$ cat src/rtl/gf_div8_seq_if.sv
// Handshake bundle between a GF(2^8) divider and its producer/consumer.
// slave  : divider side (accepts n/d, presents q/div_by_zero).
// master : environment side (drives operands, consumes the result).
interface gf_div8_seq_if;
    logic       in_valid;     // operand pair on n/d is valid
    logic       in_ready;     // divider can accept operands
    logic [7:0] n;            // dividend, bit i = coefficient of x^i
    logic [7:0] d;            // divisor, same ordering
    logic       out_valid;    // q / div_by_zero valid
    logic       out_ready;    // consumer accepts the result
    logic [7:0] q;            // quotient n * d^-1
    logic       div_by_zero;  // captured divisor was zero

    modport slave (
        input  in_valid, n, d, out_ready,
        output in_ready, out_valid, q, div_by_zero
    );

    modport master (
        output in_valid, n, d, out_ready,
        input  in_ready, out_valid, q, div_by_zero
    );
endinterface

$ cat src/rtl/gf_div8_seq.sv
// Sequential GF(2^8) divider q = n * d^-1 (poly 0x11D) using one shared multiplier.
// Latency: 8 cycles from accept to out_valid; next accept no sooner than 10 cycles after.
// Backpressure: result held in DONE until out_ready; in_ready only while idle.
// Ports: clk, rst_n (async active-low), io (slave modport: in_valid/in_ready/n/d,
//        out_valid/out_ready/q/div_by_zero).
module gf_div8_seq #(
    parameter logic [7:0] POLY = 8'h1D
) (
    input  logic         clk,
    input  logic         rst_n,
    gf_div8_seq_if.slave io
);

    typedef enum logic [1:0] {
        S_IDLE = 2'd0,
        S_EXP  = 2'd1,
        S_MUL  = 2'd2,
        S_DONE = 2'd3
    } state_t;

    // Shift-and-add carry-less multiply with reduction folded into each shift.
    function automatic logic [7:0] gf_mul(input logic [7:0] a, input logic [7:0] b);
        logic [7:0] p;
        logic [7:0] x;
        p = 8'h00;
        x = a;
        for (int i = 0; i < 8; i++) begin
            if (b[i]) p = p ^ x;
            x = x[7] ? ({x[6:0], 1'b0} ^ POLY) : {x[6:0], 1'b0};
        end
        return p;
    endfunction

    // Squaring is linear over GF(2): spread bits to even positions, then fold
    // the high terms back down. With a constant POLY this is pure XOR logic.
    function automatic logic [7:0] gf_sq(input logic [7:0] a);
        logic [14:0] w;
        w = 15'd0;
        for (int i = 0; i < 8; i++) begin
            w[2*i] = a[i];
        end
        for (int k = 14; k >= 8; k--) begin
            if (w[k]) begin
                w[k] = 1'b0;
                w    = w ^ (15'(POLY) << (k - 8));
            end
        end
        return w[7:0];
    endfunction

    state_t     state_q, state_d;
    logic [7:0] nr_q,   nr_d;
    logic [7:0] t_q,    t_d;
    logic [7:0] acc_q,  acc_d;
    logic [2:0] cnt_q,  cnt_d;
    logic [7:0] quot_q, quot_d;
    logic       dz_q,   dz_d;

    logic [7:0] t_sq;
    logic [7:0] mul_a;
    logic [7:0] mul_b;
    logic [7:0] mul_p;

    always_ff @(posedge clk or negedge rst_n) begin
        if (!rst_n) begin
            state_q <= S_IDLE;
            nr_q    <= 8'h00;
            t_q     <= 8'h00;
            acc_q   <= 8'h00;
            cnt_q   <= 3'd0;
            quot_q  <= 8'h00;
            dz_q    <= 1'b0;
        end else begin
            state_q <= state_d;
            nr_q    <= nr_d;
            t_q     <= t_d;
            acc_q   <= acc_d;
            cnt_q   <= cnt_d;
            quot_q  <= quot_d;
            dz_q    <= dz_d;
        end
    end

    // Single multiplier: (acc, t^2) while exponentiating, (nr, acc) for the final product.
    always_comb begin
        t_sq  = gf_sq(t_q);
        mul_a = nr_q;
        mul_b = acc_q;
        if (state_q == S_EXP) begin
            mul_a = acc_q;
            mul_b = t_sq;
        end
        mul_p = gf_mul(mul_a, mul_b);
    end

    always_comb begin
        state_d = state_q;
        nr_d    = nr_q;
        t_d     = t_q;
        acc_d   = acc_q;
        cnt_d   = cnt_q;
        quot_d  = quot_q;
        dz_d    = dz_q;
        case (state_q)
            S_IDLE: begin
                if (io.in_valid) begin
                    nr_d    = io.n;
                    t_d     = io.d;
                    acc_d   = 8'h01;
                    dz_d    = (io.d == 8'h00);
                    cnt_d   = 3'd0;
                    state_d = S_EXP;
                end
            end
            S_EXP: begin
                // acc accumulates d^2 * d^4 * ... * d^128 = d^254 = d^-1.
                t_d   = t_sq;
                acc_d = mul_p;
                cnt_d = cnt_q + 3'd1;
                if (cnt_q == 3'd6) state_d = S_MUL;
            end
            S_MUL: begin
                quot_d  = mul_p;
                state_d = S_DONE;
            end
            S_DONE: begin
                if (io.out_ready) state_d = S_IDLE;
            end
            default: state_d = S_IDLE;
        endcase
    end

    assign io.in_ready    = (state_q == S_IDLE);
    assign io.out_valid   = (state_q == S_DONE);
    assign io.q           = quot_q;
    assign io.div_by_zero = dz_q;

endmodule

$ cat src/flat_wrapper.sv
// flat-port wrapper written by rule: the top's interface ports become plain ports
module gf_div8_seq_flat 
#(
    parameter logic [7:0] POLY = 8'h1D
)
  (clk, rst_n, io_in_valid, io_n, io_d, io_out_ready, io_in_ready, io_out_valid, io_q, io_div_by_zero);
  gf_div8_seq_if io_i ();
  input  logic clk;
  input  logic rst_n;
  input wire logic [$bits(io_i.in_valid)-1:0] io_in_valid;
  input wire logic [$bits(io_i.n)-1:0] io_n;
  input wire logic [$bits(io_i.d)-1:0] io_d;
  input wire logic [$bits(io_i.out_ready)-1:0] io_out_ready;
  output wire logic [$bits(io_i.in_ready)-1:0] io_in_ready;
  output wire logic [$bits(io_i.out_valid)-1:0] io_out_valid;
  output wire logic [$bits(io_i.q)-1:0] io_q;
  output wire logic [$bits(io_i.div_by_zero)-1:0] io_div_by_zero;
  assign io_i.in_valid = io_in_valid;
  assign io_i.n = io_n;
  assign io_i.d = io_d;
  assign io_i.out_ready = io_out_ready;
  assign io_in_ready = io_i.in_ready;
  assign io_out_valid = io_i.out_valid;
  assign io_q = io_i.q;
  assign io_div_by_zero = io_i.div_by_zero;
  gf_div8_seq #(.POLY(POLY)) u_core (.clk(clk), .rst_n(rst_n), .io(io_i));
endmodule
$ cat config.mk
export PLATFORM = sky130hd
export DESIGN_NAME = gf_div8_seq_flat
export DESIGN_NICKNAME = d
export VERILOG_FILES = /design/src/rtl/gf_div8_seq_if.sv /design/src/rtl/gf_div8_seq.sv /design/src/flat_wrapper.sv
export SDC_FILE = /design/constraint.sdc
export NUM_CORES = 1
export LEC_CHECK = 0
export BUFFER_PORTS_ARGS = -buffer_cell sky130_fd_sc_hd__buf_2
export CORE_UTILIZATION = 65
export DETAILED_ROUTE_END_ITERATION = 10
export GPL_TIMING_DRIVEN = 1
export PLACE_DENSITY = 0.86
export SLEW_MARGIN = 20
export SYNTH_ARGS = -nofsm -noshare
export SYNTH_HDL_FRONTEND = slang
export SYNTH_SLANG_ARGS = --single-unit
$ cat constraint.sdc
create_clock -name clk -period 7.4 [get_ports clk]
set_input_delay 0.37 -clock clk [delete_from_list [all_inputs] [get_ports clk]]
set_output_delay 0.37 -clock clk [all_outputs]
set_load 0.01 [all_outputs]
# Word level (Yosys, flattened, before mapping)
# Cells that the tools add are included.
# word_totals
regBits	38
input_bits	20
elab_cells	76
# classes
n_addsub	1
n_eq_ne	7
n_mux	34
n_bitwise	21
reduce_logical	6
# op_table
cell	count
8-bit two-way mux	13
4-bit NOT	14
8-bit bitwise XOR	7
5-bit two-way mux	8
8-bit one-hot mux with 2 select lines	2
11-bit two-way mux	1
10-bit two-way mux	1
9-bit two-way mux	1
8-bit logical NOT	1
2-bit one-hot mux with 4 select lines	1
7-bit two-way mux	1
2-bit two-way mux	3
6-bit two-way mux	1
2-bit != test, second input constant	3
3-bit one-hot mux with 2 select lines	1
2-bit == test, second input constant	2
2-bit AND reduction	2
3-bit by 1-bit adder with 3-bit output, second input constant	1
3-bit == test, second input constant	1
3-bit two-way mux	1
3-bit AND reduction	1
2-bit by 1-bit == test with 1-bit output, second input constant	1
2-bit logical NOT	1
2-bit nonzero test	1

# Depth between registers and ports, before layout
# Gate-level depths: netlist of the first run.
# depth
ltp_word	31
mapped_depth	13
depth_no_buf	10

# Least setup slack after synthesis of the first run
# Ideal clock, no wire load.
# synth_path
path_type	register to register
from	register u_core.state_q[1]
to	register u_core.quot_q[4] (netlist: u_core.io.q[4])
setup_ns	0.130
arrival_ns	2.444
setup_slack_ns	4.826
path_stages_with_launch	12
path_buffers	2
path_cell_list	dfrtp_1 -> inv_1 -> ha_1 -> buf_4 -> buf_6 -> mux2i_1 -> nor2_1 -> xnor2_1 -> a22o_1 -> a211o_1 -> xnor2_1 -> mux2i_1
# synth_between
elab_chain_cells	18
word_cells_on_any_way	33
cone_classes	2 x eq/ne; 17 x mux; 14 x bitwise
# synth_rtl
element	line	rtl
from (decl)	gf_div8_seq.sv:51	state_t state_q, state_d;
from (signal assigned)	gf_div8_seq.sv:74	state_q <= state_d;
2-bit by 1-bit == test with 1-bit output	gf_div8_seq.sv:89	if (state_q == S_EXP) begin
8-bit two-way mux	gf_div8_seq.sv:89	
4-bit NOT (no line)	n/a	
5-bit two-way mux	gf_div8_seq.sv:29	x = x[7] ? ({x[6:0], 1'b0} ^ POLY) : {x[6:0], 1'b0};
8-bit bitwise XOR / 4-bit NOT (equally long branches)	n/a	
8-bit two-way mux / 5-bit two-way mux (equally long branches)	gf_div8_seq.sv:28, gf_div8_seq.sv:29	
8-bit bitwise XOR / 4-bit NOT (equally long branches)	n/a	
8-bit two-way mux / 5-bit two-way mux (equally long branches)	gf_div8_seq.sv:28, gf_div8_seq.sv:29	
[... 2 more ...]	n/a	
8-bit bitwise XOR	gf_div8_seq.sv:28	if (b[i]) p = p ^ x;
8-bit two-way mux	gf_div8_seq.sv:28	
8-bit bitwise XOR	gf_div8_seq.sv:28	
8-bit two-way mux	gf_div8_seq.sv:28	
8-bit bitwise XOR	gf_div8_seq.sv:28	
8-bit two-way mux	gf_div8_seq.sv:28	
8-bit bitwise XOR	gf_div8_seq.sv:28	
8-bit two-way mux	gf_div8_seq.sv:28	
to (signal assigned)	gf_div8_seq.sv:79	quot_q <= quot_d;
to (decl)	gf_div8_seq.sv:56	logic [7:0] quot_q, quot_d;
# Parallel ways exist; a longest one is shown, timed or not.
# A chain may end at the register's enable or synchronous reset.

# Worst setup path after layout of the first run
# Ends and elaborated chain as after synthesis.

==> flow_metrics.py, run 1 <==
metrics = {
    "status": {
        "status": "finished, final reports clean",
    },
    "routing": {
        "detail_route.wl_per_cell_um": 18.7,
        "vias": 3034,
        "drc": 0,
        "drt_iter0_drc": 275,
        "viasPerCell": 6.24,
        "drt_pass1_iterations": 5,
        "ant_nets": 0,
        "drt-total-wl_mm": 9.09,
    },
    "timing": {
        "period_needed_ns": 3.75,
        "setup_viol": 0,
        "period_share": 0.507,
        "maxSlewViolCount": 0,
        "worst_slew_pin_slew_ns": 0.913,
        "finalHoldViolations": 0,
        "max_freq_ghz": 0.267,
        "grt_setup_unrepaired": "no",
        "fin_ws_ns": 3.65,
        "fin_tns_setup_ns": 0,
        "relSlewSlack": 0.391,
        "skew_ns": 0.00783,
    },
    "synthesis": {
        "syn_area_sq_um": 3830,
        "postSynthNetCount": 434,
        "seq_area_frac_synth": 0.248,
        "async_reset_ff_frac": 1.00,
        "synth_edf_count": 0,
        "yosys-top-cells-area": "dfrtp_1 25%, xnor2_1 12%, xor2_1 6.2%",
        "syn_inst": 408,
        "synth_most_common_cell": "xnor2_1",
        "netlist_top_cells_count": "52 x xnor2_1, 46 x nor2_1, 38 x dfrtp_1, 33 x nand2_1, 27 x xor2_1",
        "synth_top_cell_by_area": "dfrtp_1",
        "synth_seq_cells": 38,
        "yosys_warnings": 0,
        "synth_ff_type": "dfrtp_1",
        "synth.top_cell.area_share": 0.248,
        "avgSynthCellArea_sq_um": 9.38,
        "ys_types": 56,
    },
    "cells_and_area": {
        "multi_input_area_sq_um": 2650,
        "area_growth_pct": 4.64,
        "drive_above_1_share": 0.184,
        "final_nets": 440,
        "n_fill_cell": 441,
        "diodes": 0,
        "seq_area_sq_um": 951,
        "finalNonFillerCells": 486,
    },
    "grt": {
        "grt.busiest_layer": "met2",
        "grtUsageMet2": 0.517,
        "grt_max_degree": 74,
        "grt-ovfl-total": 0,
        "use_met1": 0.413,
        "met3_usage": 0.0609,
        "grt_usage": 0.309,
        "antenna_found_initial": 0,
        "first_global_vias": 2857,
        "grt_pass1_wl_mm": 14.5,
    },
    "placed_design": {
        "port_buffers": 30,
        "dp_cells": 479,
        "pre_cts_slack_ns": 3.77,
        "gp_congestion": 0.967,
        "dpl.hpwl_mm": 6.40,
    },
    "floorplan": {
        "io_pins": 31,
        "initial_utilization": 0.683,
        "die_h_um": 78.8,
        "fp.dieW_um": 78.8,
        "coreArea_sq_um": 5610,
        "rows": 27,
        "die_area_sq_um": 6200,
    },
    "clock_tree": {
        "cts_buffers": 5,
        "clock_latency_ns": 0.29,
        "cts.clk_slew.worst_paths_ns": 0.08,
        "clkSinkCount": 38,
        "postCtsResizedCells": 0,
        "cts_tree": "done",
        "cts-hold-fix-buffers": 0,
        "root_buffer": "clkbuf_8",
        "cts_setup_buffers": 0,
        "cts-htree-levels": 2,
        "clockBufferDepth": 2,
    },
    "flow_run": {
        "maxCapViolCount": 0,
    },
    "worst_setup_path": {
        "arrival_ns": 3.91,
        "setup.worst_path.end_class": "flop",
        "worstSetupPathType": "reg -> reg",
        "required_ns": 7.56,
        "start_kind": "flop",
        "worstPathMaxFanout": 73,
    },
    "min_path": {
        "hold_class": "in -> async",
    },
}
cells in the final DEF, fill, tap and decap left out, types with 2 or more instances in the layout:
cell type and n:
xor2_2 2, mux2i_2 3, a21o_1 3, nor2b_1 7
nand3_1 2, mux2i_1 21, buf_2 30, a21oi_2 2
o21ai_1 8, a32oi_1 6, inv_1 10, xnor2_1 52
a32o_1 2, xor2_1 27, a22o_1 2, o21ai_0 19
o22ai_1 9, o22a_1 2, xnor3_1 9, mux2_2 14
nor4_1 2, a21oi_1 19, dfrtp_1 38, mux2i_4 3
xnor3_2 4, ha_1 5, xor2_4 2, clkbuf_8 6
buf_4 2, nand2_1 33, nor2_1 46
sequential cells by signal, summed over array words and instances, names as in the netlist:
register	flops
u_core.acc_q	8
u_core.cnt_q	3
u_core.io.div_by_zero	1
u_core.io.q	8
u_core.nr_q	8
u_core.state_q	2
u_core.t_q	8
critical path: stages, from the launching register on:
cell and delay (ns):
dfrtp_1 0.40, inv_1 0.10, ha_2 0.17, buf_4 0.68
mux2i_2 0.78, xnor2_1 0.31, nor2b_1 0.20, a22o_1 0.25
a211o_1 0.32, xnor2_1 0.23, mux2i_1 0.11
path summary, 6_finish.rpt:
path | startpoint | endpoint | slack (ns) | cells after the start
worst max-delay path | u_core.state_q[1] | u_core.io.q[4] | 3.65 | 10
worst min-delay path | rst_n | u_core.nr_q[0] | 0.17 | 1
worst max register to register | u_core.state_q[1] | u_core.io.q[4] | 3.65 | 10
worst min register to register | u_core.io.q[2] | u_core.io.q[2] | 0.51 | 1
max in group asynchronous | rst_n | u_core.io.q[0] | 6.69 | 1
min in group clk | io_n[6] | u_core.nr_q[6] | 0.30 | 2
logic make-up after synthesis:
| logic type | count (synthesis) | share of synthesized area |
|---|---|---|
| XOR/XNOR | 98 | 0.293 |
| AND/OR/NAND/NOR | 96 | 0.105 |
| AO/OA/AOI/OAI | 85 | 0.146 |
| buffers and inverters | 43 | 0.0611 |
| multiplexers | 42 | 0.126 |
| flip-flops | 38 | 0.248 |
| adder cells (fa/ha/maj) | 6 | 0.0196 |
area by class of cell:
class                      count  area share
inverter                      10     0.00937
tap                           72      0.0225
multi-input combinational    327       0.661
clock inverter                 1     0.00750
timing repair buffer          32      0.0412
clock buffer                   6      0.0206
sequential                    38       0.237
metal layers:
layer  routed length [um]  part of all wire  vias to the layer above
li1                     -                 -                     1398
met1                 3840              0.42                     1468
met2                 4430              0.49                      146
met3                  659             0.072                       22
met4                  159             0.017                        0
met5                    0                 0                        -
stage by stage:
stage | hold WS, ns | area [sq um] | util
after floorplan | 0.0744 | 3830 | -
final | 0.173 | 4010 | 0.714
after CTS | 0.207 | 4000 | 0.714
after global routing | 0.240 | 4010 | 0.714
after global placement | 0.464 | 3890 | 0.694
after detailed placement | 0.492 | 3890 | 0.694
Power of run 1 is left out: the tool's default activity adds up to more than one toggle a clock period on the data nets, which glitch-free logic cannot reach.
==> run 2: changes to the inputs <==
- ABC_AREA: default -> 1
- CORE_UTILIZATION: 65 -> 61
- PLACE_DENSITY: 0.86 -> 0.81
- clock period: 7.4 -> 3.75 ns (I/O delays scaled with it)
==> run 2 against run 1 <==
  * The flow now finishes with violations (negative hold slack)
  * Register-to-register slack got worse by 3.0 ns
  * Utilization shrank 3.7 points
  * Clock skew is essentially flat
  * Worst setup slack lost 3.0 ns
  * Design area decreased by 0.44%
  * Largest cell class unchanged
==> flow_metrics.py, run 2 <==
metrics = {
    "grt": {
        "use_met1": 0.513,
        "grt_max_degree": 39,
        "grt-ovfl-total": 0,
        "grtUsageMet2": 0.579,
        "antenna_found_initial": 0,
        "grt_usage": 0.362,
        "grt.busiest_layer": "met2",
        "first_global_vias": 3783,
        "met3_usage": 0.0480,
        "grt_pass1_wl_mm": 17.8,
    },
    "cells_and_area": {
        "final_cell_mix": "298 x nand2_1, 76 x nand3_1, 66 x inv_1, 38 x dfrtp_1, 30 x buf_2",
        "multi_input_area_sq_um": 2420,
        "n_fill_cell": 558,
        "area_growth_pct": 7.56,
        "layout_commonest_cell": "nand2_1",
        "drive_above_1_share": 0.119,
        "final_nets": 688,
        "diodes": 0,
        "seq_area_sq_um": 951,
    },
    "floorplan": {
        "rows": 28,
        "die_area_sq_um": 6400,
        "io_pins": 31,
        "fp.dieW_um": 80.0,
        "initial_utilization": 0.630,
        "die_h_um": 80.0,
        "coreArea_sq_um": 5890,
    },
    "synthesis": {
        "postSynthNetCount": 660,
        "netlist_top_cells_count": "298 x nand2_1, 76 x nand3_1, 66 x inv_1, 38 x dfrtp_1, 25 x nor2_1",
        "seq_area_frac_synth": 0.256,
        "synth_ff_type": "dfrtp_1",
        "synth_top_cell_by_area": "nand2_1",
        "synth.top_cell.area_share": 0.302,
        "syn_area_sq_um": 3710,
        "yosys_warnings": 0,
        "synth_most_common_cell": "nand2_1",
        "yosys-top-cells-area": "nand2_1 30%, dfrtp_1 26%, nand3_1 10%",
        "synth_seq_cells": 38,
        "ys_types": 32,
        "avgSynthCellArea_sq_um": 5.85,
        "synth_edf_count": 0,
        "syn_inst": 634,
        "async_reset_ff_frac": 1.00,
    },
    "timing": {
        "setup_viol": 0,
        "grt_setup_unrepaired": "no",
        "finalHoldViolations": 37,
        "maxSlewViolCount": 0,
        "holdWs_ns": -0.0146,
        "fin_tns_setup_ns": 0,
        "relSlewSlack": 0.449,
        "max_freq_ghz": 0.324,
        "worst_slew_pin_slew_ns": 0.826,
        "period_share": 0.822,
        "skew_ns": 0.00794,
        "period_needed_ns": 3.08,
    },
    "placed_design": {
        "port_buffers": 30,
        "dpl.hpwl_mm": 8.21,
        "gp_congestion": 0.969,
    },
    "clock_tree": {
        "clkSinkCount": 38,
        "cts_buffers": 5,
        "cts-htree-levels": 2,
        "clockBufferDepth": 2,
        "clock_latency_ns": 0.29,
        "cts_setup_buffers": 0,
        "root_buffer": "clkbuf_8",
        "cts-hold-fix-buffers": 0,
        "cts.clk_slew.worst_paths_ns": 0.08,
        "postCtsResizedCells": 0,
        "cts_tree": "done",
    },
    "routing": {
        "drt-total-wl_mm": 10.8,
        "drt_iter0_drc": 501,
        "vias": 4158,
        "drc": 0,
        "ant_nets": 0,
        "detail_route.wl_per_cell_um": 14.6,
        "drt_pass1_iterations": 6,
        "viasPerCell": 5.63,
    },
    "worst_setup_path": {
        "slowest_stage": "inv_2",
        "arrival_ns": 3.26,
        "start_kind": "flop",
        "setup.worst_path.end_class": "flop",
        "crit_buf_inv": 2,
        "cpMostUsedCell": "nand2_1",
        "required_ns": 3.93,
        "critical_path.top_delay_family": "simple AND/OR/NAND/NOR gates",
        "worstPathCellList": "inv_1 -> ha_1 -> inv_2 -> nand2_1 -> nand2_1 -> nand2_1 -> nand2_1 -> nand2_1 -> nand3_1 -> nand2_1 -> o21ai_1 -> nand2_1 -> nand2_1 -> nand2_1 -> nand3b_1 -> nand3_1 -> nand2_1",
        "worstPathMaxFanout": 31,
        "worstSetupPathType": "reg -> reg",
        "max_stage_delay_ns": 0.39,
    },
    "min_path": {
        "hold_class": "in -> async",
    },
    "status": {
        "status": "complete, but fails checks",
        "violations": "negative hold slack",
    },
    "flow_run": {
        "maxCapViolCount": 0,
    },
}
-- run 2: cell count changes in the layout (fill, tap and decap cells not counted), moves of 20 or more --
cell     change
inv_1       +56
nand2_1    +265
xnor2_1     -44
xor2_1      -20
nand2_2     +23
nand3_1     +74
nor2_1      -21
mux2i_1     -21
-- run 2: path summary, 6_finish.rpt --
check | start | endpoint | slack, ns | depth (start not counted)
worst max-delay path | u_core.state_q[1] | u_core.io.q[5] | 0.67 | 17
min in group clk | io_n[5] | u_core.nr_q[5] | 0.09 | 3
worst max register to register | u_core.state_q[1] | u_core.io.q[5] | 0.67 | 17
worst min register to register | u_core.io.q[6] | u_core.io.q[6] | 0.48 | 2
worst min-delay path | rst_n | u_core.state_q[0] | -0.01 | 1
max in group asynchronous | rst_n | u_core.io.q[3] | 3.25 | 1
-- run 2: worst register-to-register path, stage by stage (launching register included) --
cell	delay [ns]
dfrtp_1	0.38
inv_1	0.08
ha_1	0.21
inv_2	0.39
nand2_1	0.12
nand2_1	0.25
nand2_1	0.16
nand2_1	0.14
nand2_1	0.09
nand3_1	0.11
nand2_1	0.15
o21ai_1	0.22
nand2_1	0.08
nand2_1	0.08
nand2_1	0.06
nand3b_1	0.21
nand3_1	0.14
nand2_1	0.06
-- run 2: cell families after synthesis --
group	after synthesis	synth area share
and+or+nand+nor	448	0.523
buffers and inverters	80	0.0897
AOI/OAI and AO/OA	47	0.0752
DFF	38	0.256
xor gates and xnor gates	15	0.0354
adders and majority gates	6	0.0202
-- run 2: per-stage QoR --
stage / utilization / instances / setup WS (ns) / area, sq um
final: 0.678 / 738 / 0.668 / 3990
after global routing: 0.678 / 738 / 0.362 / 3990
after CTS: 0.678 / 738 / 0.805 / 3990
after detailed placement: 0.662 / 730 / 0.821 / 3890
after global placement: 0.662 / 730 / 0.955 / 3890
after floorplan: - / 634 / 1.59 / 3710
-- run 2: final cells by class --
| class | count | area share |
|---|---|---|
| clock inverter | 2 | 0.00314 |
| sequential | 38 | 0.238 |
| inverter | 69 | 0.0649 |
| tap | 75 | 0.0235 |
| timing repair buffer | 32 | 0.0414 |
| clock buffer | 6 | 0.0207 |
| multi-input combinational | 516 | 0.608 |
-- run 2: metal layers --
layer / vias to the layer above / routed length [um] / share of wire
li1: 2049 / - / -
met1: 1896 / 4900 / 0.45
met2: 188 / 4890 / 0.45
met3: 25 / 798 / 0.074
met4: 0 / 195 / 0.018
met5: - / 0 / 0
Power of run 2 is left out for the same reason.
